$ cat src/rtl/pipe_stall_ctrl_pkg.sv
// Shared constants for the pipeline hazard scheduler: stall vectors,
// FSM encodings and stage bit positions.
package pipe_stall_ctrl_pkg;

    localparam int STG_PC  = 0;
    localparam int STG_IF  = 1;
    localparam int STG_ID  = 2;
    localparam int STG_EX  = 3;
    localparam int STG_MEM = 4;
    localparam int STG_WB  = 5;

    localparam logic [5:0] STALL_NONE = 6'b000000;
    localparam logic [5:0] STALL_IF   = 6'b000011;
    localparam logic [5:0] STALL_ID   = 6'b000111;
    localparam logic [5:0] STALL_MEM  = 6'b011111;
    localparam logic [5:0] STALL_ALL  = 6'b111111;

    localparam logic [1:0] ST_RUN       = 2'd0;
    localparam logic [1:0] ST_LU_BUBBLE = 2'd1;
    localparam logic [1:0] ST_MEM_WAIT  = 2'd2;

    // Bubble counter holds LU_BUBBLES-1, and LU_BUBBLES is at most 7.
    localparam int BUB_W = 3;

endpackage

$ cat src/rtl/pipe_stall_ctrl_if.sv
// Request/response bundle between the pipeline stages (master) and the
// hazard scheduler (slave).
interface pipe_stall_ctrl_if #(
    parameter int CNT_W = 32
);
    logic             rdy_in;
    logic             if_stall_req;
    logic             id_stall_req;
    logic             mem_stall_req;
    logic             mem_done;
    logic             branch_req;
    logic [5:0]       stall_out;
    logic             flush_out;
    logic [1:0]       state_out;
    logic [CNT_W-1:0] stall_cycles;
    logic [CNT_W-1:0] flush_count;

    modport master (
        output rdy_in, if_stall_req, id_stall_req, mem_stall_req, mem_done, branch_req,
        input  stall_out, flush_out, state_out, stall_cycles, flush_count
    );

    modport slave (
        input  rdy_in, if_stall_req, id_stall_req, mem_stall_req, mem_done, branch_req,
        output stall_out, flush_out, state_out, stall_cycles, flush_count
    );
endinterface

$ cat src/rtl/pipe_stall_ctrl_sat_counter.sv
// Enable-driven up counter that sticks at all-ones instead of wrapping.
module sat_counter #(
    parameter int W = 32
) (
    input  logic         clk_in,
    input  logic         rst_in,
    input  logic         i_en,
    output logic [W-1:0] o_count
);
    logic [W-1:0] r_count;

    always_ff @(posedge clk_in or negedge rst_in) begin
        if (!rst_in) begin
            r_count <= '0;
        end else if (i_en && (r_count != {W{1'b1}})) begin
            r_count <= r_count + W'(1);
        end
    end

    assign o_count = r_count;
endmodule

$ cat src/rtl/pipe_stall_ctrl.sv
// Hazard scheduler: merges stage stall requests with the EX redirect into a
// combinational stall vector and flush strobe, plus saturating perf counters.
module pipe_stall_ctrl
    import pipe_stall_ctrl_pkg::*;
#(
    parameter int LU_BUBBLES = 1,
    parameter int CNT_W      = 32
) (
    input  logic               clk_in,
    input  logic               rst_in,
    pipe_stall_ctrl_if.slave   bus
);
    localparam logic [BUB_W-1:0] LU_RELOAD = BUB_W'(LU_BUBBLES - 1);

    logic [1:0]       r_state;
    logic [1:0]       w_state_next;
    logic [BUB_W-1:0] r_bub_cnt;
    logic [BUB_W-1:0] w_cnt_next;
    logic [5:0]       w_stall;
    logic             w_flush;
    logic             w_stall_en;
    logic [CNT_W-1:0] w_stall_cycles;
    logic [CNT_W-1:0] w_flush_count;

    always_comb begin
        w_stall      = STALL_NONE;
        w_state_next = r_state;
        w_cnt_next   = r_bub_cnt;
        case (r_state)
            ST_RUN: begin
                w_cnt_next = '0;
                if (bus.mem_stall_req) begin
                    w_stall      = STALL_MEM;
                    w_state_next = ST_MEM_WAIT;
                end else if (bus.branch_req) begin
                    // Younger IF/ID requests belong to the wrong path.
                    w_stall = STALL_NONE;
                end else if (bus.id_stall_req) begin
                    w_stall = STALL_ID;
                    if (LU_BUBBLES > 1) begin
                        w_cnt_next   = LU_RELOAD;
                        w_state_next = ST_LU_BUBBLE;
                    end
                end else if (bus.if_stall_req) begin
                    w_stall = STALL_IF;
                end
            end
            ST_MEM_WAIT: begin
                if (bus.mem_done) begin
                    w_stall      = STALL_NONE;
                    w_state_next = (r_bub_cnt != '0) ? ST_LU_BUBBLE : ST_RUN;
                end else begin
                    w_stall = STALL_MEM;
                end
            end
            ST_LU_BUBBLE: begin
                if (bus.mem_stall_req) begin
                    w_stall      = STALL_MEM;
                    w_state_next = ST_MEM_WAIT;
                end else if (bus.branch_req) begin
                    w_cnt_next   = '0;
                    w_state_next = ST_RUN;
                end else begin
                    w_stall = STALL_ID;
                    if (r_bub_cnt > BUB_W'(1)) begin
                        w_cnt_next = r_bub_cnt - BUB_W'(1);
                    end else begin
                        w_cnt_next   = '0;
                        w_state_next = ST_RUN;
                    end
                end
            end
            default: begin
                w_cnt_next   = '0;
                w_state_next = ST_RUN;
            end
        endcase
        if (!bus.rdy_in) begin
            w_stall = STALL_ALL;
        end
        if (!rst_in) begin
            w_stall = STALL_NONE;
        end
    end

    // A branch that arrives while EX is held stays pending until the hold lifts.
    assign w_flush    = rst_in & bus.rdy_in & bus.branch_req & ~w_stall[STG_EX];
    assign w_stall_en = bus.rdy_in & w_stall[STG_PC];

    always_ff @(posedge clk_in or negedge rst_in) begin
        if (!rst_in) begin
            r_state   <= ST_RUN;
            r_bub_cnt <= '0;
        end else if (bus.rdy_in) begin
            r_state   <= w_state_next;
            r_bub_cnt <= w_cnt_next;
        end
    end

    sat_counter #(.W(CNT_W)) u_stall_cnt (
        .clk_in  (clk_in),
        .rst_in  (rst_in),
        .i_en    (w_stall_en),
        .o_count (w_stall_cycles)
    );

    sat_counter #(.W(CNT_W)) u_flush_cnt (
        .clk_in  (clk_in),
        .rst_in  (rst_in),
        .i_en    (w_flush),
        .o_count (w_flush_count)
    );

    assign bus.stall_out    = w_stall;
    assign bus.flush_out    = w_flush;
    assign bus.state_out    = r_state;
    assign bus.stall_cycles = w_stall_cycles;
    assign bus.flush_count  = w_flush_count;
endmodule
$ cat src/flat_wrapper.sv
// flat-port wrapper written by rule: the top's interface ports become plain ports
module pipe_stall_ctrl_flat import pipe_stall_ctrl_pkg::*;
#(
    parameter int LU_BUBBLES = 1,
    parameter int CNT_W      = 32
)
  (clk_in, rst_in, bus_rdy_in, bus_if_stall_req, bus_id_stall_req, bus_mem_stall_req, bus_mem_done, bus_branch_req, bus_stall_out, bus_flush_out, bus_state_out, bus_stall_cycles, bus_flush_count);
  pipe_stall_ctrl_if #(.CNT_W(CNT_W)) bus_i ();
  input  logic clk_in;
  input  logic rst_in;
  input wire logic [$bits(bus_i.rdy_in)-1:0] bus_rdy_in;
  input wire logic [$bits(bus_i.if_stall_req)-1:0] bus_if_stall_req;
  input wire logic [$bits(bus_i.id_stall_req)-1:0] bus_id_stall_req;
  input wire logic [$bits(bus_i.mem_stall_req)-1:0] bus_mem_stall_req;
  input wire logic [$bits(bus_i.mem_done)-1:0] bus_mem_done;
  input wire logic [$bits(bus_i.branch_req)-1:0] bus_branch_req;
  output wire logic [$bits(bus_i.stall_out)-1:0] bus_stall_out;
  output wire logic [$bits(bus_i.flush_out)-1:0] bus_flush_out;
  output wire logic [$bits(bus_i.state_out)-1:0] bus_state_out;
  output wire logic [$bits(bus_i.stall_cycles)-1:0] bus_stall_cycles;
  output wire logic [$bits(bus_i.flush_count)-1:0] bus_flush_count;
  assign bus_i.rdy_in = bus_rdy_in;
  assign bus_i.if_stall_req = bus_if_stall_req;
  assign bus_i.id_stall_req = bus_id_stall_req;
  assign bus_i.mem_stall_req = bus_mem_stall_req;
  assign bus_i.mem_done = bus_mem_done;
  assign bus_i.branch_req = bus_branch_req;
  assign bus_stall_out = bus_i.stall_out;
  assign bus_flush_out = bus_i.flush_out;
  assign bus_state_out = bus_i.state_out;
  assign bus_stall_cycles = bus_i.stall_cycles;
  assign bus_flush_count = bus_i.flush_count;
  pipe_stall_ctrl #(.LU_BUBBLES(LU_BUBBLES), .CNT_W(CNT_W)) u_core (.clk_in(clk_in), .rst_in(rst_in), .bus(bus_i));
endmodule
$ cat config.mk
export PLATFORM = sky130hd
export DESIGN_NAME = pipe_stall_ctrl_flat
export DESIGN_NICKNAME = d
export VERILOG_FILES = /design/src/rtl/pipe_stall_ctrl_pkg.sv /design/src/rtl/pipe_stall_ctrl_if.sv /design/src/rtl/pipe_stall_ctrl_sat_counter.sv /design/src/rtl/pipe_stall_ctrl.sv /design/src/flat_wrapper.sv
export SDC_FILE = /design/constraint.sdc
export NUM_CORES = 1
export LEC_CHECK = 0
export CORE_MARGIN = 8
export CORE_UTILIZATION = 25
export DETAILED_ROUTE_END_ITERATION = 12
export MAX_ROUTING_LAYER = met4
export SLEW_MARGIN = 25
export SYNTH_ARGS = -nofsm -noshare
export SYNTH_HDL_FRONTEND = slang
export SYNTH_SLANG_ARGS = --single-unit
export TNS_END_PERCENT = 100
$ cat constraint.sdc
create_clock -name clk_in -period 5 [get_ports clk_in]
set_clock_uncertainty 0.1 [all_clocks]
set_input_delay 0.75 -clock clk_in [delete_from_list [all_inputs] [get_ports clk_in]]
set_output_delay 0.75 -clock clk_in [all_outputs]
set_load 0.05 [all_outputs]
## Word-level counts from Yosys, hierarchy flattened

Index checks and enable logic that the tools add are counted.

| storage, ports and cells | value |
|---|---|
| register bits after elaboration | 69 |
| input port bits | 8 |
| output and inout bits | 73 |

| operators by class | value |
|---|---|
| $add $sub $neg | 3 |
| magnitude comparators | 1 |
| equal/unequal tests | 8 |
| mux-type cells | 21 |
| bitwise operators | 6 |
| reduce and logical (&&, ||, !) cells | 6 |

Operators with widths:

| kind | number |
|---|---|
| $add 32x1->32 const B | 2 |
| $ne 32x32->1 const B | 2 |
| $mux 6 | 6 |
| $pmux 6 s3 | 1 |
| $mux 2 | 6 |
| $mux 3 | 4 |
| $ne 2x2->1 const B | 3 |
| $pmux 2 s3 | 1 |
| $pmux 3 s2 | 1 |
| $mux 5 | 1 |
| $and 1x1->1 | 4 |
| $ne 4x4->1 const B | 1 |
| $reduce_and 4->1 | 1 |
| $gt 3x1->1 const B | 1 |
| $reduce_and 3->1 | 1 |
| $reduce_bool 3->1 | 1 |
| $sub 3x1->3 const B | 1 |
| $eq 2x1->1 const B | 1 |
| $eq 2x2->1 const B | 1 |
| $logic_and 1x1->1 | 2 |
| $logic_not 2->1 | 1 |
| $not 1->1 | 2 |
| $mux 1 | 1 |

## Longest topological paths before layout

Gate-level depths: netlist of the first run.

| logic depth | value |
|---|---|
| word-level depth | 10 |
| gate-level depth with buffers | 7 |
| mapped depth without buffers | 7 |

## Modules after synthesis

Synthesis of the first run repeated with hierarchy kept, for this count alone.

| second synthesis, totals | value |
|---|---|
| cells, all modules | 363 |
| area, all modules | 3,724.8 µm² |

By module, submodules not included:

| module | instances | cells an instance | area an instance (µm²) |
|---|---|---|---|
| sat_counter | 2 | 151 | 1,624.1 |
| pipe_stall_ctrl | 1 | 61 | 476.7 |

## Worst setup path after synthesis of the first run

No wires, ideal clock.

| timing | value |
|---|---|
| path kind | register to output |
| start point | register u_core.r_state[0], in the netlist u_core.bus.state_out[0] |
| end point | output bus_stall_out[1] |
| arrival time | 2.838 ns |
| required time | 4.150 ns |
| setup slack | 1.312 ns |
| stages on the path, launching flop included | 7 |
| path buffers | 2 |
| cell sequence | dfrtp_1 buf_2 nor3_1 o21ai_1 nand2_1 a21boi_0 buf_4 |

| on the way | value |
|---|---|
| longest elaborated chain between the ends | 4 |
| elaborated cells between the ends (all ways) | 6 |
| those cells by class | eq/ne (2); mux (3); reduce/logical (1) |

RTL lines:

| item | line | RTL |
|---|---|---|
| start: declaration | pipe_stall_ctrl.sv:15 | `logic [1:0] r_state;` |
| start signal: assignment | pipe_stall_ctrl.sv:95 | `r_state <= w_state_next;` |
| $eq 2x1->1, or another cell as far along | pipe_stall_ctrl.sv:29 | `case (r_state)` |
| $pmux 6 s3 * | pipe_stall_ctrl.sv:29 |  |
| $mux 6 * | pipe_stall_ctrl.sv:78 | `if (!bus.rdy_in) begin` |
| $mux 6 * | pipe_stall_ctrl.sv:81 | `if (!rst_in) begin` |
| end: declaration | flat_wrapper.sv:17 | `output wire logic [$bits(bus_i.stall_out)-1:0] bus_stall_out;` |

Mark *: on every way between the ends. The rest lies on a longest branch, timed or not.

## Worst setup path after layout of the first run

| timing | value |
|---|---|
| start point | input bus_id_stall_req |
| end point | output bus_stall_out[1] |

| on the way | value |
|---|---|
| longest elaborated chain between the ends | 6 |

RTL lines:

| item | line | RTL |
|---|---|---|
| start: declaration | flat_wrapper.sv:13 | `input wire logic [$bits(bus_i.id_stall_req)-1:0] bus_id_stall_req;` |
| $mux 6 | pipe_stall_ctrl.sv:38 | `end else if (bus.id_stall_req) begin` |
| $mux 6 | pipe_stall_ctrl.sv:35 | `end else if (bus.branch_req) begin` |
| $mux 6 | pipe_stall_ctrl.sv:32 | `if (bus.mem_stall_req) begin` |
| $pmux 6 s3 | pipe_stall_ctrl.sv:29 |  |
| $mux 6 | pipe_stall_ctrl.sv:78 |  |
| $mux 6 | pipe_stall_ctrl.sv:81 |  |

No other way between the ends.

==> results of run 1 <==
[placed cells by master, fill, tap and decap left out, types with 3 or more instances in the layout]
| cell | n |
|---|---|
| nor3_1 | 15 |
| nor4b_1 | 5 |
| clkbuf_16 | 9 |
| o211ai_1 | 3 |
| nand4_2 | 3 |
| xor2_1 | 47 |
| clkdlybuf4s50_1 | 79 |
| nand4_1 | 10 |
| and4_1 | 5 |
| nand3_1 | 33 |
| inv_1 | 7 |
| o21ai_0 | 6 |
| ha_1 | 5 |
| a21oi_1 | 3 |
| a21boi_0 | 3 |
| dfrtp_1 | 69 |
| nor4_1 | 12 |
| xnor2_1 | 14 |
| nor2_1 | 20 |
| nor3_2 | 8 |
| nand2_1 | 33 |
| and3_1 | 10 |
[critical path: cells and delay by family]
| kind | cells | cell delay [ps] |
|---|---|---|
| AND/OR/NAND/NOR | 2 | 160 |
| buffers and inverters | 2 | 1370 |
| AO/OA/AOI/OAI | 2 | 650 |
[sequential cells by signal, summed over array words and instances, names as in the netlist]
signal and cells:
u_core.r_bub_cnt 3, u_core.bus.state_out 2, u_core.u_flush_cnt.o_count 32, u_core.u_stall_cnt.o_count 32
[synth_stat cells (all sizes together), types with 5 or more instances]
cell type  number  area share [%]
xnor2          14             3.4
ha              5             1.7
buf             8             1.6
nand4          13             2.8
nor4           13             2.7
xor2           47              11
nor3           24             4.7
nand3          33             4.5
and4            5             1.2
dfrtp          69              48
and3           10             1.7
nor4b           7             2.3
nand2          33             3.4
nor2           21             2.2
o21ai           7            0.96
inv             7            0.72
[cell type report]
class / count / area [um^2] / area share (%)
Tap cell: 184 / 230 / 4.67
Inverter: 7 / 26.3 / 0.533
Clock inverter: 5 / 82.6 / 1.68
Clock buffer: 11 / 243 / 4.92
Sequential cell: 69 / 1730 / 35.0
Multi-Input combinational cell: 263 / 1810 / 36.7
Timing Repair Buffer: 82 / 811 / 16.4
[metal layers]
metal / part of all wire (%) / global-route usage (%)
met3: 5.4 / 3.23
met5: 0 / -
met4: 1.6 / 4.27
met2: 48 / 17.1
met1: 45 / 12.9
[through the flow]
step | power [mW] | instances | hold slack, ps | setup WS, ps
5_1_grt | 1.86 | 621 | 348 | 1040
6_report | 1.78 | 621 | 327 | 1230
2_1_floorplan | 0.937 | 350 | 354 | 1310
3_3_place_gp | 1.08 | 605 | 377 | 1260
3_5_place_dp | 1.09 | 605 | 380 | 1200
4_1_cts | 1.80 | 621 | 325 | 1200
[how the worst min path moves through the flow]
stage,end,slack [ps]
3_5_place_dp,u_core.u_stall_cnt.o_count[23]$_DFFE_PN0P_,380
5_1_grt,u_core.u_flush_cnt.o_count[3]$_DFFE_PN0P_,350
4_1_cts,u_core.r_bub_cnt[1]$_DFFE_PN0P_,320
2_1_floorplan,u_core.bus.state_out[0]$_DFFE_PN0P_,350
3_3_place_gp,u_core.u_stall_cnt.o_count[23]$_DFFE_PN0P_,380
6_report,u_core.u_stall_cnt.o_count[25]$_DFFE_PN0P_,330
[report_power, final]
group	total, mW	internal (mW)	switching [mW]
Sequential	0.673	0.600	0.0734
Clock	0.702	0.452	0.249
Combinational	0.403	0.135	0.268
Total	1.78	1.19	0.591
[kinds of logic (layout without fill, tap and decap cells)]
group                    after synthesis  after routing  synth area share [%]
flip-flops                            69             69                  47.5
AND/OR/NAND/NOR                      171            171                  27.9
buffers and inverters                 18            105                  2.62
adder cells (fa/ha/maj)                5              5                  1.72
multiplexers                           2              2                 0.723
AO/OA/AOI/OAI                         24             24                  4.79
XOR/XNOR                              61             61                  14.7
==> flow_summary_export.csv, run 1 <==
group,metric,value,unit
routing,drt-initial-drc-count,127,
placed_design,portBuffers,80,
finish,final.fill_count,1451,
synth,yosys_warnings,0,
finish,insertedDiodeCount,0,
sta,rsz0062_at_grt,"false",
finish,drive_gt1_share,9.38,%
routing,postRouteAntennaNets,0,
sta,worst_slew_pin_slew,853,ps
job,cap_violations,0,
placed_design,hpwl,7.23,mm
sta,tns,0,ps
floorplan,die-width,137,um
synth,synth_flop_cell,"dfrtp_1",
pwr,leakage,2.21,nW
sta,max_freq,265,MHz
floorplan,die-area,18600,um^2
global_route,grt_max_degree,46,
pwr,power_density,361,nW/um^2
sta,finalMaxSlewViolations,0,
cts,post_cts.resized_instances,0,
routing,wirelength,9.65,mm
status,status,"completed",
cts,ctsRootBufferMaster,"clkbuf_16",
sta,max_slew_margin,42.9,%
synth,yosysUniqueCellTypes,48,
sta,finalHoldViolations,0,
routing,vias,2927,
setup_path,cp_max_fo,5,
floorplan,row_count,44,
global_route,grt_pass1_vias,2973,
setup_path,critPathKind,"input pin to output port",
setup_path,slowest_delay,880,ps
synth,synth_cells,350,
cts,clock-sinks,69,
setup_path,worstReg2RegEnd,"u_core.u_stall_cnt.o_count[1]$_DFFE_PN0P_",
synth,ys_seq_elements,69,
global_route,antenna_found_initial,0,
synth,synth_edf_count,0,
placed_design,gp_congestion,0.834,
sta,layout_min_cycle_time,3770,ps
finish,syn_to_final_growth,35.7,%
sta,fin_crit_sh,75.4,%
synth,synth.avg_cell_area,10.4,um^2
cts,cts_buffers,9,
setup_path,path_cells,"clkdlybuf4s50_1 -> nor3_1 -> o21ai_1 -> nand2_1 -> a21boi_0 -> clkdlybuf4s50_1",
cts,post-cts-setup-buffers,0,
floorplan,initial_core_util,25.3,%
finish,nets,445,
cts,cts.clk_slew.worst_paths,60,ps
setup_path,arrival,2920,ps
cts,cts_tree,"built",
setup_path,r2r_start,"u_core.u_stall_cnt.o_count[0]$_DFFE_PN0P_",
routing,avgViaCountPerCell,4.71,
floorplan,ios,81,
global_route,grt_usage,10.9,%
setup_path,regToRegSetupSlack,2260,ps
setup_path,critPathCaptureType,"output port",
setup_path,critPathSlowestCell,"clkdlybuf4s50_1",
global_route,grt_pass1_wl,15.6,mm
setup_path,endpoint,"bus_stall_out[1]",
routing,route.detailed.drc,0,
cts,cts_max_path_buffers,2,
synth,async_flop_share,100,%
finish,design_area,4930,um^2
worst_hold_path,hold_path_class,"input pin to asynchronous set/reset pin",
setup_path,ff2ff_path_depth,6,
pwr,ir_drop,0.353,mV
finish,final_util,34.3,%
synth,synth_nets,363,
cts,htreeDepth,3,
floorplan,core,14400,um^2
cts,clock_latency,330,ps
setup_path,cp-start-kind,"input pin",
synth,yosysSeqAreaShare,47.5,%
setup_path,cp-startpoint,"bus_id_stall_req",
cts,hold_buffers,0,
sta,setup_violations,0,
routing,routedWlPerCell,15.5,um
placed_design,place_area,4600,um^2
setup_path,cp.required,4150,ps
routing,dr.pass1.iters,4,
synth,syn_area,3630,um^2
setup_path,critPathMostFrequentCell,"clkdlybuf4s50_1",
floorplan,die_h,137,um
global_route,gr-total-overflow,0,
No activity file was read; power rests on OpenSTA's default activity.
==> inputs of run 2 (changes only) <==
==> constraint.sdc (replaced) <==
create_clock -name clk_in -period 3.8 [get_ports clk_in]
set_clock_uncertainty 0.1 [all_clocks]
set_input_delay 0.57 -clock clk_in [delete_from_list [all_inputs] [get_ports clk_in]]
set_output_delay 0.57 -clock clk_in [all_outputs]
set_load 0.05 [all_outputs]
==> flow_summary_export.csv, run 2 (same netlist as run 1, synthesis figures left out) <==
group,metric,value,unit
cts,cts_tree,"built",
setup_path,cp.required,3130,ps
sta,max_freq,307,MHz
worst_hold_path,hold_path_class,"input pin to asynchronous set/reset pin",
finish,drive_gt1_share,9.40,%
global_route,grt_max_degree,33,
routing,met1_length,4.24,mm
setup_path,arrival,2590,ps
cts,post_cts.resized_instances,0,
setup_path,r2r_start,"u_core.u_stall_cnt.o_count[0]$_DFFE_PN0P_",
floorplan,die_h,137,um
setup_path,regToRegSetupSlack,1020,ps
sta,max_slew_margin,42.0,%
sta,hold_ws,88.4,ps
global_route,antenna_found_initial,0,
job,cap_violations,0,
finish,insertedDiodeCount,0,
sta,finalHoldViolations,0,
sta,rsz0062_at_grt,"false",
floorplan,die-area,18600,um^2
setup_path,ff2ff_path_depth,6,
routing,met3_length,598,um
sta,tns,0,ps
sta,finalMaxSlewViolations,0,
routing,routed.top_layer,"met4",
routing,met2_length,4.42,mm
setup_path,critPathCaptureType,"output port",
routing,route.detailed.drc,0,
setup_path,cp_max_fo,4,
finish,nets,446,
cts,ctsRootBufferMaster,"clkbuf_16",
cts,htreeDepth,3,
floorplan,row_count,44,
routing,dr.pass1.iters,8,
finish,final_util,33.9,%
setup_path,worstReg2RegEnd,"u_core.u_stall_cnt.o_count[1]$_DFFE_PN0P_",
cts,cts_max_path_buffers,2,
sta,worst_slew_pin_slew,866,ps
global_route,grt_pass1_vias,2939,
pwr,p_total,2.18,mW
sta,fin_crit_sh,85.8,%
cts,post-cts-setup-buffers,0,
global_route,gr-total-overflow,0,
cts,clock-sinks,69,
cts,cts_buffers,9,
cts,cts.clk_slew.worst_paths,60,ps
placed_design,hpwl,7.13,mm
cts,hold_buffers,0,
global_route,grt_usage,10.9,%
setup_path,critPathKind,"input pin to output port",
placed_design,place_area,4610,um^2
finish,final_common_cell,"clkdlybuf4s50_1",
finish,design_area,4880,um^2
floorplan,die-width,137,um
routing,routedWlPerCell,15.1,um
pwr,leakage,2.19,nW
finish,syn_to_final_growth,34.2,%
pwr,power_density,446,nW/um^2
sta,layout_min_cycle_time,3260,ps
floorplan,ios,81,
status,status,"completed",
global_route,grt_pass1_wl,15.5,mm
placed_design,gp_congestion,0.805,
floorplan,initial_core_util,25.3,%
cts,clock_latency,330,ps
pwr,ir_drop,0.407,mV
routing,drt-initial-drc-count,143,
routing,avgViaCountPerCell,4.73,
floorplan,core,14400,um^2
routing,wirelength,9.37,mm
finish,layout_common_cells,"clkdlybuf4s50_1, dfrtp_1, xor2_1, nand2_1, nand3_1",
routing,postRouteAntennaNets,0,
placed_design,portBuffers,80,
setup_path,cp-start-kind,"input pin",
sta,setup_violations,0,
routing,vias,2932,
==> run 2: cell count changes in the layout (fill, tap and decap cells not counted) <==
cell,delta
clkbuf_8,+1
inv_6,-1
buf_4,+2
clkdlybuf4s50_1,-1
bufinv_16,-2
clkinv_2,+1
clkinv_4,-1
==> run 2: per-stage QoR <==
| step | setup slack, ps | std cells |
|---|---|---|
| after floorplan | 292 | 350 |
| after global placement | 539 | 606 |
| after detailed placement | 520 | 606 |
| after CTS | 514 | 620 |
| after global routing | 341 | 620 |
| final | 539 | 620 |
==> run 2: worst max-delay path by stage <==
stage,depth (start not counted),from,endpoint
finish,5,bus_mem_done,bus_stall_out[0]
global route,5,bus_mem_done,bus_stall_out[0]
CTS,5,bus_mem_done,bus_stall_out[1]
detailed placement,5,bus_mem_done,bus_stall_out[1]
global placement,5,bus_mem_done,bus_stall_out[1]
floorplan,6,u_core.bus.state_out[0]$_DFFE_PN0P_,bus_stall_out[1]
==> run 2: metal layers <==
layer | global-route usage, % | vias up
met1 | 13.0 | 1434
met3 | 4.15 | 10
met2 | 16.7 | 79
li1 | - | 1409
met5 | - | -
met4 | 3.29 | 0
==> run 2: critical path, stage by stage <==
cell	delay, ps
clkdlybuf4s50_1	490
o21ai_0	300
nand2_1	80
a21boi_0	290
clkdlybuf4s50_1	870
==> run 2: power breakdown <==
group / switching, mW / leakage [nW] / total (mW) / internal [mW]
combinational: 0.355 / 1.12 / 0.535 / 0.180
sequential: 0.0948 / 0.934 / 0.885 / 0.790
clock: 0.290 / 0.134 / 0.757 / 0.467
==> run 2: layout make-up <==
| type | instances | area, um^2 |
|---|---|---|
| clock buffers | 12 | 256 |
| clock inverters | 2 | 10.0 |
| fillers | 1436 | 9490 |
| inverters | 7 | 26.3 |
| multi-input cells | 263 | 1810 |
| flip-flops and latches | 69 | 1730 |
| well taps | 184 | 230 |
| repair buffers | 83 | 816 |
==> inputs of run 3 (changes only) <==
--- a/config.mk
+++ b/config.mk
@@ -5,11 +5,12 @@
 export SDC_FILE = /design/constraint.sdc
 export NUM_CORES = 1
 export LEC_CHECK = 0
+export ABC_AREA = 1
 export CORE_MARGIN = 8
 export CORE_UTILIZATION = 25
 export DETAILED_ROUTE_END_ITERATION = 12
 export MAX_ROUTING_LAYER = met4
-export SLEW_MARGIN = 25
+export SLEW_MARGIN = 20
 export SYNTH_ARGS = -nofsm -noshare
 export SYNTH_HDL_FRONTEND = slang
 export SYNTH_SLANG_ARGS = --single-unit
==> flow_summary_export.csv, run 3 <==
group,metric,value,unit
cts,post-cts-setup-buffers,0,
cts,htreeDepth,3,
placed_design,place_area,5810,um^2
synth,yosysUniqueCellTypes,30,
synth,async_flop_share,100,%
synth,synthMuxAreaShare,0,%
placed_design,pre_cts_ws,590,ps
routing,routedWlPerCell,13.3,um
floorplan,row_count,50,
synth,synth.avg_cell_area,6.48,um^2
sta,finalMaxSlewViolations,0,
global_route,grt_pass1_vias,4460,
finish,layout_common_cells,"nand2_1, nor2_1, clkdlybuf4s50_1, dfrtp_1, inv_1",
global_route,grt_max_degree,70,
global_route,gr-total-overflow,0,
floorplan,die_h,155,um
sta,tns,0,ps
synth,synthXorXnorAreaFrac,5.83,%
sta,rsz0062_at_grt,"false",
routing,postRouteAntennaNets,0,
floorplan,ios,81,
finish,syn_to_final_growth,27.1,%
finish,drive_gt1_share,4.48,%
sta,fin_crit_sh,83.9,%
sta,hold_ws,402,ps
global_route,grt_usage,12.5,%
cts,cts_max_path_buffers,2,
synth,synth_nets,755,
finish,final_common_cell,"nand2_1",
synth,ys_seq_elements,69,
setup_path,critPathCaptureType,"output port",
sta,finalHoldViolations,0,
finish,insertedDiodeCount,0,
finish,final_util,32.6,%
finish,nets,834,
synth,yosys-top-cells-area,"dfrtp_1, nand2_1, nor2_1",
synth,synth_cells,742,
setup_path,cp-start-kind,"input pin",
routing,vias,4706,
routing,drt-initial-drc-count,253,
synth,yosys.area.top_type,"dfrtp_1",
routing,wirelength,14.1,mm
routing,avgViaCountPerCell,4.44,
synth,synth_edf_count,0,
cts,cts_buffers,9,
routing,dr.pass1.iters,5,
global_route,antenna_found_initial,0,
floorplan,initial_core_util,25.6,%
cts,clock-sinks,69,
setup_path,cp_max_fo,7,
routing,route.detailed.drc,0,
floorplan,die-width,155,um
floorplan,core,18800,um^2
finish,final_cells,1060,
synth,syn_area,4810,um^2
synth,synth_top_cells_by_count,"nand2_1, nor2_1, dfrtp_1, inv_1, o21ai_0",
synth,yosys_warnings,0,
finish,design_area,6110,um^2
sta,max_freq,314,MHz
pwr,ir_drop,0.245,mV
placed_design,hpwl,10.5,mm
placed_design,portBuffers,80,
cts,post_cts.resized_instances,0,
synth,yosysSeqAreaShare,35.9,%
pwr,p_total,2.31,mW
sta,layout_min_cycle_time,3190,ps
cts,cts.clk_slew.worst_paths,60,ps
placed_design,gp_congestion,0.895,
synth,synth_top_family_by_area,"simple AND/OR/NAND/NOR gates",
cts,clock_latency,340,ps
setup_path,critPathKind,"input pin to output port",
cts,ctsRootBufferMaster,"clkbuf_16",
synth,synthSimpleGateAreaFrac,46.2,%
sta,max_slew_margin,37.9,%
sta,setup_violations,0,
global_route,grt_pass1_wl,23.7,mm
pwr,power_density,378,nW/um^2
synth,synth_flop_cell,"dfrtp_1",
status,status,"completed",
setup_path,cp.required,3130,ps
cts,cts_tree,"built",
synth,yosysMostFrequentCell,"nand2_1",
sta,fin_ws,612,ps
sta,worst_slew_pin_slew,931,ps
synth,synthAdderAreaFrac,1.30,%
job,cap_violations,0,
synth,synth_compound_gate_area_share,4.86,%
floorplan,die-area,23900,um^2
worst_hold_path,hold_path_class,"input pin to asynchronous set/reset pin",
pwr,leakage,2.85,nW
synth,netlist.area_leader.share,35.9,%
setup_path,arrival,2520,ps
placed_design,dp_cells,1044,
cts,hold_buffers,0,
run 3: cell count changes after synthesis, moves of 12 or more:
cell / delta
inv_1: +32
nor4_1: -12
nor2_1: +89
nand3b_1: +28
nand2_1: +334
nor3_1: -14
o21ai_0: +29
xor2_1: -29
nand3_1: -23
run 3: report_power, final:
part,switching [mW],leakage [nW],total [mW],internal (mW)
clock network,0.338,0.134,0.864,0.526
logic,0.406,1.76,0.583,0.178
registers,0.0849,0.954,0.865,0.780
run 3: cell type report:
cell class	instances	area (um^2)
Clock buffer	11	243
Clock inverter	5	60.1
Fill cell	2055	12700
Inverter	42	163
Multi-Input combinational cell	615	2800
Sequential cell	69	1730
Tap cell	234	293
Timing Repair Buffer	84	828
run 3: layer usage:
layer / global-route usage [%] / wire length, um
met5: - / 0
met4: 4.99 / 231
met3: 1.92 / 507
met2: 19.3 / 6490
met1: 16.1 / 6870
run 3: path summary, 6_finish.rpt:
path	slack [ps]	cells past startpoint	startpoint	end
max	610	4	bus_rdy_in	bus_flush_out
min	400	2	rst_in	u_core.u_flush_cnt.o_count[18]$_DFFE_PN0P_
max reg2reg	1470	9	u_core.u_stall_cnt.o_count[0]$_DFFE_PN0P_	u_core.u_stall_cnt.o_count[8]$_DFFE_PN0P_
min reg2reg	440	2	u_core.r_bub_cnt[2]$_DFFE_PN0P_	u_core.r_bub_cnt[2]$_DFFE_PN0P_
max in group asynchronous	2570	2	rst_in	u_core.u_stall_cnt.o_count[31]$_DFFE_PN0P_
min in group clk_in	440	2	u_core.r_bub_cnt[2]$_DFFE_PN0P_	u_core.r_bub_cnt[2]$_DFFE_PN0P_
run 3: cell families after synthesis:
kind of cell	Yosys count
compound gates	45
xor+xnor	32
flops	69
fa+ha+maj	5
buf+inv	58
simple gates	533
run 3: critical path: stages:
cell,delay (ps)
clkdlybuf4s50_1,600
nand3_1,200
nor2_4,260
clkdlybuf4s50_1,870
